--- src/rtl/cipher_byte_seq_pkg.sv ---
// Shared types and constants for the cipher byte sequencer.
package cipher_seq_pkg;

  localparam int DATA_W = 8;
  localparam int CNT_W  = 4;

  typedef enum logic [2:0] {
    IDLE = 3'd0,
    SEED = 3'd1,
    ENC  = 3'd2,
    WAIT = 3'd3,
    OUT  = 3'd4,
    NEXT = 3'd5
  } state_e;

  function automatic logic [15:0] sat_inc16(input logic [15:0] v);
    return (v == 16'hFFFF) ? v : v + 16'd1;
  endfunction

endpackage

--- src/rtl/cipher_byte_seq_lat_counter.sv ---
// Loadable down-counter with a zero flag; times the cipher latency in WAIT.
module cipher_lat_counter
  import cipher_seq_pkg::*;
(
  input  logic             clk,
  input  logic             rst_n,
  input  logic             load_i,
  input  logic [CNT_W-1:0] load_val_i,
  input  logic             dec_i,
  output logic             zero_o
);

  logic [CNT_W-1:0] cnt_q, cnt_d;

  // NOTE: the default assignment first keeps this always_comb from inferring a latch.
  always_comb begin
    cnt_d = cnt_q;
    if (load_i) begin
      cnt_d = load_val_i;
    end else if (dec_i && (cnt_q != '0)) begin
      cnt_d = cnt_q - 1'b1;
    end
  end

  // NOTE: state updates use <= so every flop samples pre-edge values.
  always_ff @(posedge clk or negedge rst_n) begin
    if (!rst_n) begin
      cnt_q <= '0;
    end else begin
      cnt_q <= cnt_d;
    end
  end

  assign zero_o = (cnt_q == '0);

endmodule

--- src/rtl/cipher_byte_seq.sv ---
// Sequencer feeding the 8-bit stream_cipher: reloads the seed per frame, one encrypt per byte.
// Optional frame statistics ports are enabled by defining CIPHER_BYTE_SEQ_STATS_EN.
module cipher_byte_seq
  import cipher_seq_pkg::*;
#(
  parameter int CIPHER_LAT = 1,
  parameter int SEED_W     = 8
) (
  input  logic              clk,
  input  logic              rst_n,
  input  logic              s_valid,
  output logic              s_ready,
  input  logic [DATA_W-1:0] s_data,
  input  logic              s_last,
  input  logic [SEED_W-1:0] frame_seed,
  output logic              load_seed,
  output logic [SEED_W-1:0] seed_out,
  output logic              encrypt_en,
  output logic [DATA_W-1:0] cipher_din,
  input  logic [DATA_W-1:0] cipher_dout,
  output logic              m_valid,
  input  logic              m_ready,
  output logic [DATA_W-1:0] m_data,
  output logic              m_last,
  output logic              busy
`ifdef CIPHER_BYTE_SEQ_STATS_EN
  ,
  output logic [15:0]       frame_len,
  output logic              frame_done
`endif
);

  localparam logic [CNT_W-1:0] LAT_LOAD = CNT_W'(CIPHER_LAT - 1);

  state_e              state_q, state_d;
  logic [DATA_W-1:0]   data_q, data_d;
  logic                last_q, last_d;
  logic [SEED_W-1:0]   seed_q, seed_d;
  logic [DATA_W-1:0]   mdata_q, mdata_d;
  logic                mlast_q, mlast_d;
  logic                cnt_zero;

  cipher_lat_counter u_lat_cnt (
    .clk        (clk),
    .rst_n      (rst_n),
    .load_i     (state_q == ENC),
    .load_val_i (LAT_LOAD),
    .dec_i      (state_q == WAIT),
    .zero_o     (cnt_zero)
  );

  always_comb begin
    state_d = state_q;
    data_d  = data_q;
    last_d  = last_q;
    seed_d  = seed_q;
    mdata_d = mdata_q;
    mlast_d = mlast_q;
    unique case (state_q)
      IDLE: if (s_valid) begin
        data_d  = s_data;
        last_d  = s_last;
        seed_d  = frame_seed;
        state_d = SEED;
      end
      SEED: state_d = ENC;
      ENC:  state_d = WAIT;
      WAIT: if (cnt_zero) begin
        mdata_d = cipher_dout;
        mlast_d = last_q;
        state_d = OUT;
      end
      OUT:  if (m_ready) state_d = mlast_q ? IDLE : NEXT;
      NEXT: if (s_valid) begin
        // Mid-frame bytes keep the running keystream: no seed reload.
        data_d  = s_data;
        last_d  = s_last;
        state_d = ENC;
      end
      default: state_d = IDLE;
    endcase
  end

  // NOTE: held data/seed registers are reset too, so an abandoned frame leaves nothing behind.
  always_ff @(posedge clk or negedge rst_n) begin
    if (!rst_n) begin
      state_q <= IDLE;
      data_q  <= '0;
      last_q  <= 1'b0;
      seed_q  <= '0;
      mdata_q <= '0;
      mlast_q <= 1'b0;
    end else begin
      state_q <= state_d;
      data_q  <= data_d;
      last_q  <= last_d;
      seed_q  <= seed_d;
      mdata_q <= mdata_d;
      mlast_q <= mlast_d;
    end
  end

  assign s_ready    = (state_q == IDLE) || (state_q == NEXT);
  assign load_seed  = (state_q == SEED);
  assign encrypt_en = (state_q == ENC);
  assign m_valid    = (state_q == OUT);
  assign busy       = (state_q != IDLE);
  assign seed_out   = seed_q;
  assign cipher_din = data_q;
  assign m_data     = mdata_q;
  assign m_last     = mlast_q;

`ifdef CIPHER_BYTE_SEQ_STATS_EN
  logic [15:0] byte_cnt_q, byte_cnt_d;
  logic [15:0] frame_len_q, frame_len_d;
  logic        out_hs;

  assign out_hs = m_valid && m_ready;

  always_comb begin
    byte_cnt_d  = byte_cnt_q;
    frame_len_d = frame_len_q;
    if (out_hs) begin
      if (mlast_q) begin
        frame_len_d = sat_inc16(byte_cnt_q);
        byte_cnt_d  = '0;
      end else begin
        byte_cnt_d  = sat_inc16(byte_cnt_q);
      end
    end
  end

  always_ff @(posedge clk or negedge rst_n) begin
    if (!rst_n) begin
      byte_cnt_q  <= '0;
      frame_len_q <= '0;
    end else begin
      byte_cnt_q  <= byte_cnt_d;
      frame_len_q <= frame_len_d;
    end
  end

  assign frame_len  = frame_len_q;
  assign frame_done = out_hs && mlast_q;
`endif

endmodule
--- config.mk ---
export PLATFORM = sky130hd
export DESIGN_NAME = cipher_byte_seq
export DESIGN_NICKNAME = d
export VERILOG_FILES = /design/src/rtl/cipher_byte_seq_pkg.sv /design/src/rtl/cipher_byte_seq_lat_counter.sv /design/src/rtl/cipher_byte_seq.sv
export SDC_FILE = /design/constraint.sdc
export NUM_CORES = 1
export LEC_CHECK = 0
export ABC_CLOCK_PERIOD_IN_PS = 2000
export BUFFER_PORTS_ARGS = -buffer_cell sky130_fd_sc_hd__buf_2
export CORE_MARGIN = 5
export CORE_UTILIZATION = 25
export CTS_BUF_LIST = sky130_fd_sc_hd__clkbuf_16
export DETAILED_ROUTE_END_ITERATION = 6
export PLACE_DENSITY = 0.55
export SLEW_MARGIN = 15
export SYNTH_ARGS = -nofsm -noshare
export SYNTH_HDL_FRONTEND = slang
export SYNTH_SLANG_ARGS = --single-unit
--- constraint.sdc ---
create_clock -name clk -period 2 [get_ports clk]
set_input_delay 0.1 -clock clk [delete_from_list [all_inputs] [get_ports clk]]
set_output_delay 0.1 -clock clk [all_outputs]
set_load 0.01 [all_outputs]
==> results.cfg <==
[sta]
fin_setup_tns_ns = 0
clock.fmax_mhz = 548
clock_tree_skew_after_final_layout_ns = 0.00491
setup_viol_count_final = 0
slew_violations = 0
tcrit_tclk_final_pct = 91.2
unrepaired_setup_endpoints_after_global_routing = false
timing.final.hold_violations = 0
worst_slew_pin_slew_ns = 0.747
timing.hold.ws_ns = 0.0511
worst_slew_margin_rel_pct = 50.2
finalCriticalPeriod_ns = 1.82

[die]
core_area_um2 = 5570
floorplan.initialDensity_pct = 26.1
fp.dieW_um = 86.3
rows = 27
io_pins = 59
die_area_um2 = 7450
die_h_um = 86.3

[pwr]
p_leak_nw = 0.935
pint_mw = 2.08
net-switching-power_mw = 1.04
share_comb_of_total_power_pct = 40.0
power.share.switching_pct = 33.3
sequential_power_share_pct = 37.0
clockPowerShare_pct = 23.0
ir_worst_vdd_mv = 0.715
power_density_nw_per_um2 = 1580

[yosys]
synthesis.area_per_instance_um2 = 13.6
synthDominantAreaCellType = dfrtp_1
synth_sequential_area_ratio_pct = 56.7
synth_fp_nets = 138
synthesis.instances = 107
synth_area_um2 = 1460
ys_warn_count = 0
yosys.area.top_type_share_pct = 56.7
postSynthRegisterBits = 33
synth.lib_cells_used.distinct = 31
ys_top_cells_by_area = dfrtp_1, mux2_2, ha_1

[place]
finalWeightedCongestion = 0.797
placement.cell_area_um2 = 1830
placement.io_buffers = 58
dp.final_hpwl_mm = 2.44

[min_path]
hold_path_class = primary input to register

[global_routing]
gr-usage-all-layers_pct = 9.46
maximum_number_of_pins_on_one_net_before_global_route_repair = 34
grt_first_pass_wirelength_mm = 5.38
gr-total-overflow = 0
grt_pass1_vias = 1130
initial_antenna_violation_count = 0

[clock_network]
cts_made_buffers = 5
ctsHtreeMaxLevel = 2
cts_setup_buffers = 0
clk_path_buf_depth = 2
clock_insertion_delay_worst_skew_ns = 0.28
postCtsHoldBufs = 1
numClockSinks = 33
tritoncts_clock_tree = done
clock-root-buffer = clkbuf_16
path_clk_slew_ns = 0.05
cts_repair_resize_count = 0

[critical_path]
worstSetupEndpointType = register
worstPathArrival_ns = 1.98
startpoint_type = register
worst_path_class_setup = register to register
crit_path_max_fanout = 9
required_ns = 2.16

[drt]
vias = 1044
route.detailed.vias_per_inst = 4.31
drt_first_iter_violations = 37
antenna_violating_nets_post_route = 0
drt_drc_violations_left = 0
drt-pass1-iter-count = 4
route.detailed.wl_per_inst_um = 13.5
wirelength_mm = 3.26

[status]
outcome = complete, no violations

[final_layout]
seqCellArea_um2 = 826
final_net_count = 201
drive_gt1_share_pct = 57.1
final.fill_count = 559
num_antenna_cells = 0
areaGrowthSynthToFinish_pct = 35.5
area_of_the_multi_input_gates_um2 = 594
fin_area_um2 = 1970

[job]
timing.max_cap.violations = 0
==> cell usage in the layout (no fill, tap or decap), types with 2 or more instances in the layout <==
cell type / Yosys / layout
mux2_2: 27 / 27
ha_1: 2 / 2
o21ai_0: 4 / 4
dfrtp_1: 33 / 33
nor3b_1: 2 / 2
a21oi_1: 4 / 4
buf_4: 1 / 2
nand2b_1: 4 / 4
inv_1: 3 / 3
clkbuf_16: 0 / 5
nor2_1: 4 / 4
buf_2: 2 / 58
==> per-layer routing <==
metal  part of all wire, %  global-route usage (%)
met5                     0                       0
met4                   1.4                    5.52
met3                   5.4                    3.04
met2                    53                    16.4
met1                    40                    9.97
==> power groups by stage <==
stage	Sequential (mW)	Clock [mW]	Combinational, mW
2_1_floorplan	1.24	0	0.708
3_3_place_gp	1.16	0	1.26
3_5_place_dp	1.16	0	1.28
4_1_cts	1.16	0.739	1.28
5_1_grt	1.20	0.758	1.37
6_report	1.15	0.716	1.25
==> worst max-delay path, stage by stage (launching register included) <==
cell	delay (ns)
dfrtp_1	0.40
inv_1	0.09
ha_1	0.16
or3b_1	0.49
nor2_8	0.22
mux2_2	0.35
==> sequential cells by signal (all words and copies together) (netlist names) <==
signal	flops
u_lat_cnt.cnt_q	4
state_q	3
seed_out	8
cipher_din	8
last_q	1
m_data	8
m_last	1
==> area by class of cell <==
cell class | count | share of cell area (%)
Clock buffer | 5 | 6.34
Tap cell | 72 | 4.57
Timing Repair Buffer | 61 | 16.0
Sequential cell | 33 | 41.9
Multi-Input combinational cell | 66 | 30.1
Clock inverter | 2 | 0.571
Inverter | 3 | 0.571
==> kinds of logic (layout without fill, tap and decap cells) <==
family	Yosys count	count (layout)	share of synthesized area [%]
flops	33	33	56.7
buf+inv	8	71	2.49
compound gates	14	14	6.10
mux	28	28	21.6
fa+ha+maj	2	2	1.72
simple gates	21	21	10.8
xor+xnor	1	1	0.601
==> synth_stat cells, drive strengths merged <==
cell,count
mux2i,1
nor2b,1
buf,3
mux2,27
a221o,1
or3,1
nor4b,1
nor3b,2
dfrtp,33
nand2b,4
nand3b,1
clkbuf,2
or3b,1
o211ai,1
a22o,1
a31o,1
inv,3
and3b,1
nand2,1
o22ai,1
a22oi,1
nor2,6
a21oi,4
xor2,1
o21ai,4
ha,2
nor3,2
==> worst paths after layout <==
check                      slack, ns          startpoint  cells after the start             to
max                             0.18  u_lat_cnt.cnt_q[0]                      5         m_last
max in group asynchronous       1.09               rst_n                      2    seed_out[6]
max reg2reg                     0.18  u_lat_cnt.cnt_q[0]                      5         m_last
min                             0.05           s_data[0]                      2  cipher_din[0]
min reg2reg                     0.50           m_data[6]                      1      m_data[6]
min in group asynchronous       0.43               rst_n                      2  cipher_din[5]
==> through the flow <==
| step | std cells | setup WS (ns) | power (mW) | utilization [%] |
|---|---|---|---|---|
| finish | 242 | 0.176 | 3.11 | 35.4 |
| detailed placement | 234 | 0.171 | 2.44 | 32.8 |
| floorplan | 107 | 0.304 | 1.95 | - |
| CTS | 242 | 0.164 | 3.18 | 35.4 |
| global placement | 234 | 0.213 | 2.42 | 32.8 |
| global route | 242 | 0.0754 | 3.33 | 35.4 |
Note: power is estimated with default switching activity, not from simulation.
